[src/rtl/cycle_timer_pkg.sv]
// Shared types and helpers for the multi-channel cycle timer.
package cycle_timer_pkg;

   typedef enum logic [1:0] {
      IDLE = 2'd0,
      RUN  = 2'd1,
      DONE = 2'd2
   } timer_state_t;

   // Widest counter the helpers below handle.
   localparam int SAT_MAX_W = 64;

   // Elapsed counter width: wide enough for both the captured counts and the
   // timeout value, so the timeout is reachable even when counts saturate.
   function automatic int elapsed_width(input int cnt_w, input longint unsigned timeout_cyc);
      int tw;
      tw = $clog2(timeout_cyc + 64'd1);
      return (tw > cnt_w) ? tw : cnt_w;
   endfunction

   // Increment that sticks at the all-ones value of the given width.
   function automatic logic [63:0] sat_inc(input logic [63:0] value, input int width);
      logic [63:0] lim;
      lim = (width >= SAT_MAX_W) ? '1 : ((64'd1 << width) - 64'd1);
      return (value >= lim) ? lim : value + 64'd1;
   endfunction

endpackage

[src/rtl/multi_channel_cycle_timer_if.sv]
// Host/sensor-side bundle of the cycle timer: run control, trips and results.
interface multi_channel_cycle_timer_if #(
   parameter int NUM_CH = 4,
   parameter int CNT_W  = 32
);
   logic                    start;
   logic [NUM_CH-1:0]       ch_en;
   logic [NUM_CH-1:0]       trip;
   logic                    result_ack;
   logic [NUM_CH*CNT_W-1:0] counts;
   logic [NUM_CH-1:0]       ch_done;
   logic                    busy;
   logic                    result_valid;
   logic                    timed_out;
   logic                    all_done;

   modport master (
      output start, ch_en, trip, result_ack,
      input  counts, ch_done, busy, result_valid, timed_out, all_done
   );

   modport slave (
      input  start, ch_en, trip, result_ack,
      output counts, ch_done, busy, result_valid, timed_out, all_done
   );
endinterface

[src/rtl/cycle_timer_channel.sv]
// One trip channel: rising-edge detect, first-event capture and done flag.
module cycle_timer_channel #(
   parameter int CNT_W = 32
) (
   input  logic             CLK,
   input  logic             RST,
   input  logic             clear,
   input  logic             en,
   input  logic             trip,
   input  logic [CNT_W-1:0] elapsed,
   output logic [CNT_W-1:0] count,
   output logic             done,
   output logic             done_nxt
);
   logic trip_q;
   logic event_hit;

   // Only the first enabled rising edge of a run is captured.
   assign event_hit = trip & ~trip_q & en & ~done;
   assign done_nxt  = done | event_hit;

   // Trip history runs in every state, so a level already high at start is not an edge.
   always_ff @(posedge CLK) begin
      if (!RST) trip_q <= 1'b0;
      else      trip_q <= trip;
   end

   // Capture register: cleared by start, loaded once on the first event.
   always_ff @(posedge CLK) begin
      if (!RST) begin
         count <= '0;
         done  <= 1'b0;
      end else if (clear) begin
         count <= '0;
         done  <= 1'b0;
      end else if (event_hit) begin
         count <= elapsed;
         done  <= 1'b1;
      end
   end
endmodule

[src/rtl/multi_channel_cycle_timer.sv]
// N-channel start-to-trip cycle timer: run FSM, elapsed counter, timeout and result handshake.
module multi_channel_cycle_timer
   import cycle_timer_pkg::*;
#(
   parameter int              NUM_CH      = 4,
   parameter int              CNT_W       = 32,
   parameter longint unsigned TIMEOUT_CYC = 1000000
) (
   input logic CLK,
   input logic RST,
   multi_channel_cycle_timer_if.slave bus
);
   localparam int          EW      = elapsed_width(CNT_W, TIMEOUT_CYC);
   localparam logic [63:0] CAP_MAX = (CNT_W >= SAT_MAX_W) ? '1 : ((64'd1 << CNT_W) - 64'd1);
   localparam logic [63:0] TO_VAL  = 64'(TIMEOUT_CYC);

   timer_state_t                  state_q, state_d;
   logic [EW-1:0]                 elapsed;
   logic [NUM_CH-1:0]             en_mask;
   logic [NUM_CH-1:0]             done, done_nxt;
   logic [NUM_CH-1:0][CNT_W-1:0]  cnt;
   logic [CNT_W-1:0]              cap_val;
   logic                          run, set_all, set_to;
   logic                          busy_q, rv_q, to_q, ad_q;

   assign run     = (state_q == RUN);
   // Elapsed may be wider than the counts; captured values clamp at the count maximum.
   assign cap_val = (64'(elapsed) > CAP_MAX) ? CAP_MAX[CNT_W-1:0] : elapsed[CNT_W-1:0];

   for (genvar i = 0; i < NUM_CH; i++) begin : g_ch
      cycle_timer_channel #(.CNT_W(CNT_W)) u_ch (
         .CLK      (CLK),
         .RST      (RST),
         .clear    (bus.start),
         .en       (run & en_mask[i]),
         .trip     (bus.trip[i]),
         .elapsed  (cap_val),
         .count    (cnt[i]),
         .done     (done[i]),
         .done_nxt (done_nxt[i])
      );
   end

   // Next state: start wins over everything; completion is judged on this edge's captures.
   always_comb begin
      state_d = state_q;
      set_all = 1'b0;
      set_to  = 1'b0;
      if (bus.start) begin
         state_d = RUN;
      end else begin
         case (state_q)
            RUN: begin
               if (&(done_nxt | ~en_mask)) begin
                  state_d = DONE;
                  set_all = 1'b1;
               end else if ((TIMEOUT_CYC != 0) && (64'(elapsed) == TO_VAL)) begin
                  state_d = DONE;
                  set_to  = 1'b1;
               end
            end
            DONE:    if (bus.result_ack) state_d = IDLE;
            default: state_d = state_q;
         endcase
      end
   end

   // State, elapsed counter, run mask and registered status outputs.
   always_ff @(posedge CLK) begin
      if (!RST) begin
         state_q <= IDLE;
         elapsed <= '0;
         en_mask <= '0;
         busy_q  <= 1'b0;
         rv_q    <= 1'b0;
         to_q    <= 1'b0;
         ad_q    <= 1'b0;
      end else begin
         state_q <= state_d;
         busy_q  <= (state_d == RUN);
         rv_q    <= (state_d == DONE);
         if (bus.start) begin
            elapsed <= EW'(1);
            en_mask <= bus.ch_en;
            to_q    <= 1'b0;
            ad_q    <= 1'b0;
         end else if (run) begin
            elapsed <= EW'(sat_inc(64'(elapsed), EW));
            if (set_all) ad_q <= 1'b1;
            if (set_to)  to_q <= 1'b1;
         end
      end
   end

   assign bus.counts       = cnt;
   assign bus.ch_done      = done;
   assign bus.busy         = busy_q;
   assign bus.result_valid = rv_q;
   assign bus.timed_out    = to_q;
   assign bus.all_done     = ad_q;
endmodule

[src/flat_wrapper.sv]
// flat-port wrapper written by rule: the top's interface ports become plain ports
module multi_channel_cycle_timer_flat import cycle_timer_pkg::*;
#(
   parameter int              NUM_CH      = 4,
   parameter int              CNT_W       = 32,
   parameter longint unsigned TIMEOUT_CYC = 1000000
)
  (CLK, RST, bus_start, bus_ch_en, bus_trip, bus_result_ack, bus_counts, bus_ch_done, bus_busy, bus_result_valid, bus_timed_out, bus_all_done);
  multi_channel_cycle_timer_if #(.NUM_CH(NUM_CH), .CNT_W(CNT_W)) bus_i ();
  input logic CLK;
  input logic RST;
  input wire logic [$bits(bus_i.start)-1:0] bus_start;
  input wire logic [$bits(bus_i.ch_en)-1:0] bus_ch_en;
  input wire logic [$bits(bus_i.trip)-1:0] bus_trip;
  input wire logic [$bits(bus_i.result_ack)-1:0] bus_result_ack;
  output wire logic [$bits(bus_i.counts)-1:0] bus_counts;
  output wire logic [$bits(bus_i.ch_done)-1:0] bus_ch_done;
  output wire logic [$bits(bus_i.busy)-1:0] bus_busy;
  output wire logic [$bits(bus_i.result_valid)-1:0] bus_result_valid;
  output wire logic [$bits(bus_i.timed_out)-1:0] bus_timed_out;
  output wire logic [$bits(bus_i.all_done)-1:0] bus_all_done;
  assign bus_i.start = bus_start;
  assign bus_i.ch_en = bus_ch_en;
  assign bus_i.trip = bus_trip;
  assign bus_i.result_ack = bus_result_ack;
  assign bus_counts = bus_i.counts;
  assign bus_ch_done = bus_i.ch_done;
  assign bus_busy = bus_i.busy;
  assign bus_result_valid = bus_i.result_valid;
  assign bus_timed_out = bus_i.timed_out;
  assign bus_all_done = bus_i.all_done;
  multi_channel_cycle_timer #(.NUM_CH(NUM_CH), .CNT_W(CNT_W), .TIMEOUT_CYC(TIMEOUT_CYC)) u_core (.CLK(CLK), .RST(RST), .bus(bus_i));
endmodule
[config.mk]
export PLATFORM = sky130hd
export DESIGN_NAME = multi_channel_cycle_timer_flat
export DESIGN_NICKNAME = d
export VERILOG_FILES = /design/src/rtl/cycle_timer_pkg.sv /design/src/rtl/multi_channel_cycle_timer_if.sv /design/src/rtl/cycle_timer_channel.sv /design/src/rtl/multi_channel_cycle_timer.sv /design/src/flat_wrapper.sv
export SDC_FILE = /design/constraint.sdc
export NUM_CORES = 1
export LEC_CHECK = 0
export BUFFER_PORTS_ARGS = -buffer_cell sky130_fd_sc_hd__clkbuf_2
export CAP_MARGIN = 0
export CORE_MARGIN = 1
export CORE_UTILIZATION = 30
export DETAILED_ROUTE_END_ITERATION = 7
export PLACE_DENSITY = 0.5
export SYNTH_ARGS = -nofsm -noshare
export SYNTH_HDL_FRONTEND = slang
export SYNTH_SLANG_ARGS = --single-unit
[constraint.sdc]
create_clock -name CLK -period 5.9 [get_ports CLK]
set_input_delay 0 -clock CLK [delete_from_list [all_inputs] [get_ports CLK]]
set_output_delay 0 -clock CLK [all_outputs]
set_load 0.05 [all_outputs]
# --- Yosys cells after proc, flatten, opt, wreduce, memory -nomap -nowiden ---
# Cells that the tools add are included.
word_totals:
  regBits: 178
  output_inout_bits: 136
  input_bits: 12
  word_cells: 78
classes:
  eq_ne: 5
  add_sub_neg: 1
  n_reduce_logical: 5
  muxes: 15
  n_bitwise: 31
  order_cmp: 1
ops:
  columns: ["op", "count"]
  rows:
  - ["$add A32 B1 Y32 const B", 1]
  - ["$eq A32 B20 Y1 const B", 1]
  - ["$ge A32 B32 Y1 const B", 1]
  - ["$mux W32", 1]
  - ["$and A1 B1 Y1", 16]
  - ["$mux W1", 9]
  - ["$not A1 Y1", 9]
  - ["$mux W2", 4]
  - ["$eq A2 B1 Y1 const B", 2]
  - ["$eq A2 B2 Y1 const B", 2]
  - ["$not A4 Y4", 1]
  - ["$or A1 B1 Y1", 4]
  - ["$or A4 B4 Y4", 1]
  - ["$pmux W2 S2", 1]
  - ["$reduce_and A2 Y1", 2]
  - ["$reduce_and A4 Y1", 1]
  - ["$reduce_bool A2 Y1", 1]
  - ["$reduce_or A2 Y1", 1]

# --- Longest topological paths before layout ---
depth:
  ltp_word: 11
  ltp_mapped: 9
  mapped_depth_nobuf: 7

# --- Cells and area by module ---
# A second synthesis with hierarchy kept.
unflattened:
  hier_cells: 868
  hier_area_um2: 8783.4
modules_own_cells:
  columns: ["module", "seq_area_each_um2", "cells_each", "n_inst", "area_each_um2"]
  rows:
  - ["cycle_timer_channel", 680.7, 155, 4, 1657.8]
  - ["multi_channel_cycle_timer", 840.8, 248, 1, 2152.1]

# --- Least setup slack after synthesis ---
# OpenSTA, ideal clock, no wires.
synth_timing:
  path_type: "register to register"
  startpoint: "register u_core.elapsed[1] (netlist: u_core.cap_val[1])"
  endpoint: "register u_core.elapsed[13] (netlist: u_core.cap_val[13])"
  n_path_buf: 3
  setup_time_ns: 0.071
  t_arrival_ns: 1.887
  setup_slack_ns: 3.942
  period_less_slack_ns: 1.958
  t_required_ns: 5.829
  stages_incl_launch_ff: 9
  path_cell_list: "dfxtp_1 > ha_1 > and4_1 > buf_4 > nand3_2 > or4_1 > buf_2 > buf_6 > a21oi_2"
synth_via:
  elab_chain_len: 2
  word_cells_on_any_way: 3
  cone_classes: "add/sub (1); order compare (1); mux (1)"
synth_rtl:
  columns: ["element", "line", "source"]
  rows:
  - ["start: declaration", "multi_channel_cycle_timer.sv:18", "logic [EW-1:0] elapsed;"]
  - ["start signal: assignment", "multi_channel_cycle_timer.sv:88", "elapsed <= EW'(sat_inc(64'(elapsed), EW));"]
  - ["$add A32 B1 Y32 / $ge A32 B32 Y1 (equally long branches)", "cycle_timer_pkg.sv:25", "return (value >= lim) ? lim : value + 64'd1;"]
  - ["$mux W32 *", "cycle_timer_pkg.sv:25", null]
# Mark *: on every way between the ends. The rest lies on a longest branch, timed or not.
# A chain may end at the register's enable or synchronous reset.

# --- Worst setup path after layout ---
layout_timing:
  startpoint: "register u_core.state_q[0]"
  endpoint: "register u_core.elapsed[29] (netlist: u_core.cap_val[29])"
layout_via:
  elab_chain_len: 1
layout_rtl:
  columns: ["element", "line", "source"]
  rows:
  - ["start: declaration", "multi_channel_cycle_timer.sv:17", "timer_state_t state_q, state_d;"]
  - ["start signal: assignment", "multi_channel_cycle_timer.sv:79", "state_q <= state_d;"]
  - ["$eq A2 B1 Y1", "multi_channel_cycle_timer.sv:26", "assign run = (state_q == RUN);"]
# Every way passes these cells.

==> flow_metrics.tcl <==
set metrics [dict create \
    static_leakage_nw 2.973 \
    drt.antenna.violating_nets 0 \
    clock_tree_from_tritoncts "done" \
    clock_network_fraction_of_total_power_pct 45.8 \
    synthesis.nets 878 \
    postSynthCellCount 862 \
    clock_latency_ns 0.42 \
    crit_family "simple AND/OR/NAND/NOR gates" \
    slew_margin_rel_pct 47.12 \
    worstPathRequired_ns 6.25 \
    routed_wire_length_per_instance_um 15.89 \
    globalRouteMet3Util_pct 3.614 \
    synth.cell_area_mm2 0.007000 \
    timing.setup.critical_path_class "register to register" \
    cts_made_buffers 17 \
    internal_power_mw 1.833 \
    maximum_number_of_pins_on_one_net_before_global_route_repair 62 \
    switching_share_pct 22.69 \
    cts_htree_levels 4 \
    antenna_cells_inserted 0 \
    fin_total_pwr_mw 2.372 \
    finalClockSkew_ns 0.01267 \
    placedInstanceArea_mm2 0.007809 \
    vdd_drop_max_mv 0.1399 \
    combPwrFrac_pct 3.1 \
    grt_antenna_before_repair 0 \
    n_fill_cell 2401 \
    maxClockFrequency_ghz 0.3651 \
    route.vias.total 5914 \
    power_frac_seq_pct 51.1 \
    die_height_um 154.8 \
    dp_hpwl_um 13320 \
    die_area_mm2 0.02395 \
    timing.critical_path.cells "ha_1, and4_1, nand3_2, or4_1, buf_4, a21oi_1" \
    globalRoute.totalOverflow 0 \
    outcome "finished, final reports clean" \
    setup_tns_ns 0 \
    total_of_endpoints_with_negative_setup_slack_in_the_final_report 0 \
    worst_pin_slew_ns 0.7931 \
    postSynthRegisterBits 178 \
    floorplan.die.width_um 154.8 \
    routed_wirelength_um 20400 \
    area_delta_synth_final_pct 20.86 \
    numPortBuffers 147 \
    arrival_ns 3.09 \
    layout.cells.most_common_list "nand2_1, dfxtp_1, clkbuf_2, a21oi_1, a21oi_2" \
    layout_commonest_cell "nand2_1" \
    grt_pass1_vias 5477 \
    min_period_over_period_pct 46.42 \
    post_synth_cell_types 50 \
    floorplan.rows 55 \
    critical-path-slowest-cell "or4_1" \
    min-delay-path-class "primary input to register" \
    final_design_area_no_fill_mm2 0.008461 \
    final_layout_size_suffix_gt1_share_pct 22.55 \
    placer_congestion 0.7545 \
    grt_use_met1_pct 23.38 \
    postSynthAreaPerCell_um2 8.121 \
    slowest_delay_ns 0.77 \
    final-hold-violation-count 0 \
    drt_pre_antenna_iters 4 \
    grt.busiest_layer "met2" \
    top_level_ports 148 \
    core_mm2 0.02278 \
    global_route_wire_length_before_repair_um 31820 \
    starting_density_of_the_core_pct 30.73 \
    cp-start-kind "register" \
    worst_setup_hold_path_clk_slew_ns 0.07 \
    critical_path_buf_inv_count 1 \
    power_switching_mw 0.5381 \
    post_cts_buffers 0 \
    crit_fanout 17 \
    globalRouteMet2Util_pct 28.61 \
    globalRouteTotalUtil_pct 17.46 \
    clk_path_buf_depth 2 \
    vias_per_cell 4.606 \
    timing.max_cap.violations 0 \
    remaining_drc_errors 0 \
    cts_resized 0 \
    synth_top_area_cell "dfxtp_1" \
    drv_slew 0 \
    p_per_area_mw_per_mm2 280.3 \
    synth_sequential_area_ratio_pct 50.90 \
    rsz0062_at_grt "no" \
    clockRootBuffer "clkbuf_16" \
    tritoncts_num_sinks 178 \
    end_kind "register" \
    layout.nets 975 \
    ys.warnings.count 0 \
    detailedRoute.firstIterationViolations 392 \
    yosys-top-cells-area "dfxtp_1, nand2_1, a21oi_1, clkbuf_1, a21oi_2" \
    yosysTopAreaCellShare_pct 50.90 \
    cts-hold-fix-buffers 9 \
    period_minus_slack_ns 2.739 \
]
==> power groups by stage <==
stage	clock network [mW]	logic (mW)	registers, mW
final	1.09	0.0736	1.21
after global routing	1.18	0.0813	1.21
after CTS	1.12	0.0744	1.21
after detailed placement	0	0.0694	1.24
after global placement	0	0.0694	1.24
after floorplan	0	0.0474	1.24
==> stage by stage <==
| stage | util (%) | hold slack (ns) | instances | setup slack (ns) |
|---|---|---|---|---|
| global route | 37.14 | 0.07596 | 1284 | 2.971 |
| floorplan | - | 0.1217 | 862 | 3.942 |
| finish | 37.14 | 0.07281 | 1284 | 3.161 |
| detailed placement | 34.28 | 0.2342 | 1244 | 3.199 |
| CTS | 37.14 | 0.06865 | 1284 | 3.177 |
| global placement | 34.28 | 0.2385 | 1244 | 3.235 |
==> layout make-up <==
type	count	area (um^2)	share of cell area, %
Clock buffer	20	456.7	5.398
Clock inverter	11	105.1	1.242
Inverter	14	52.55	0.6211
Multi-Input combinational cell	583	2998	35.43
Sequential cell	178	3563	42.12
Tap cell	313	391.6	4.629
Timing Repair Buffer	165	893.4	10.56
==> kinds of logic (layout without fill, tap and decap cells) <==
kind of cell             after synthesis  in the layout  share of synthesized area (%)
flip-flops                           178            178                          50.90
adder cells (fa/ha/maj)                4              4                         0.7150
XOR/XNOR                              24             24                          3.003
buffers and inverters                101            210                          6.524
AO/OA/AOI/OAI                        180            180                          14.60
AND/OR/NAND/NOR                      371            371                          23.68
multiplexers                           4              4                         0.5720
==> Yosys cell counts (all sizes together) <==
master / count
dfxtp: 178
nor3: 12
a32oi: 1
or3: 2
and4: 7
xnor2: 19
nand3b: 2
nor2: 16
a31oi: 3
or2: 3
o21ai: 2
nand2: 270
and3b: 2
clkbuf: 57
o22ai: 1
o21a: 2
o41a: 1
buf: 30
nor3b: 1
nor4b: 3
nand4b: 1
a32o: 1
mux2i: 4
nand3: 9
a211oi: 2
nand4: 7
nand2b: 3
xor2: 5
and4b: 1
inv: 14
a21oi: 163
nor4: 7
nor2b: 11
ha: 4
o32ai: 1
or4: 1
a311oi: 2
and2: 7
o211a: 1
nor4bb: 1
and3: 5
==> final timing paths <==
check / start / end / slack (ns) / cells past startpoint
worst max-delay path: u_core.state_q[0]$_SDFF_PN0_ / u_core.cap_val[29]$_SDFFE_PP0N_ / 3.16 / 6
worst min-delay path: bus_start / u_core.cap_val[0]$_SDFFE_PN0P_ / 0.07 / 2
worst min register to register: u_core.g_ch[2].u_ch.count[17]$_SDFFE_PP0P_ / u_core.g_ch[2].u_ch.count[17]$_SDFFE_PP0P_ / 0.45 / 2
worst max register to register: u_core.state_q[0]$_SDFF_PN0_ / u_core.cap_val[29]$_SDFFE_PP0N_ / 3.16 / 6
==> flip-flops by register name (all words and copies together) (netlist names) <==
signal and flops:
u_core.g_ch.u_ch.trip_q 4, u_core.bus.result_valid 1, u_core.bus.busy 1, u_core.bus.timed_out 1
u_core.g_ch.u_ch.count 128, u_core.en_mask 4, u_core.state_q 2, u_core.g_ch.u_ch.done 4
u_core.cap_val 32, u_core.bus.all_done 1
==> layer usage <==
metal	part of all wire (%)	vias up
li1	-	3011
met1	48	2771
met2	47	124
met3	4.1	8
met4	0.69	0
met5	0	-
No activity file was read; power rests on OpenSTA's default activity.
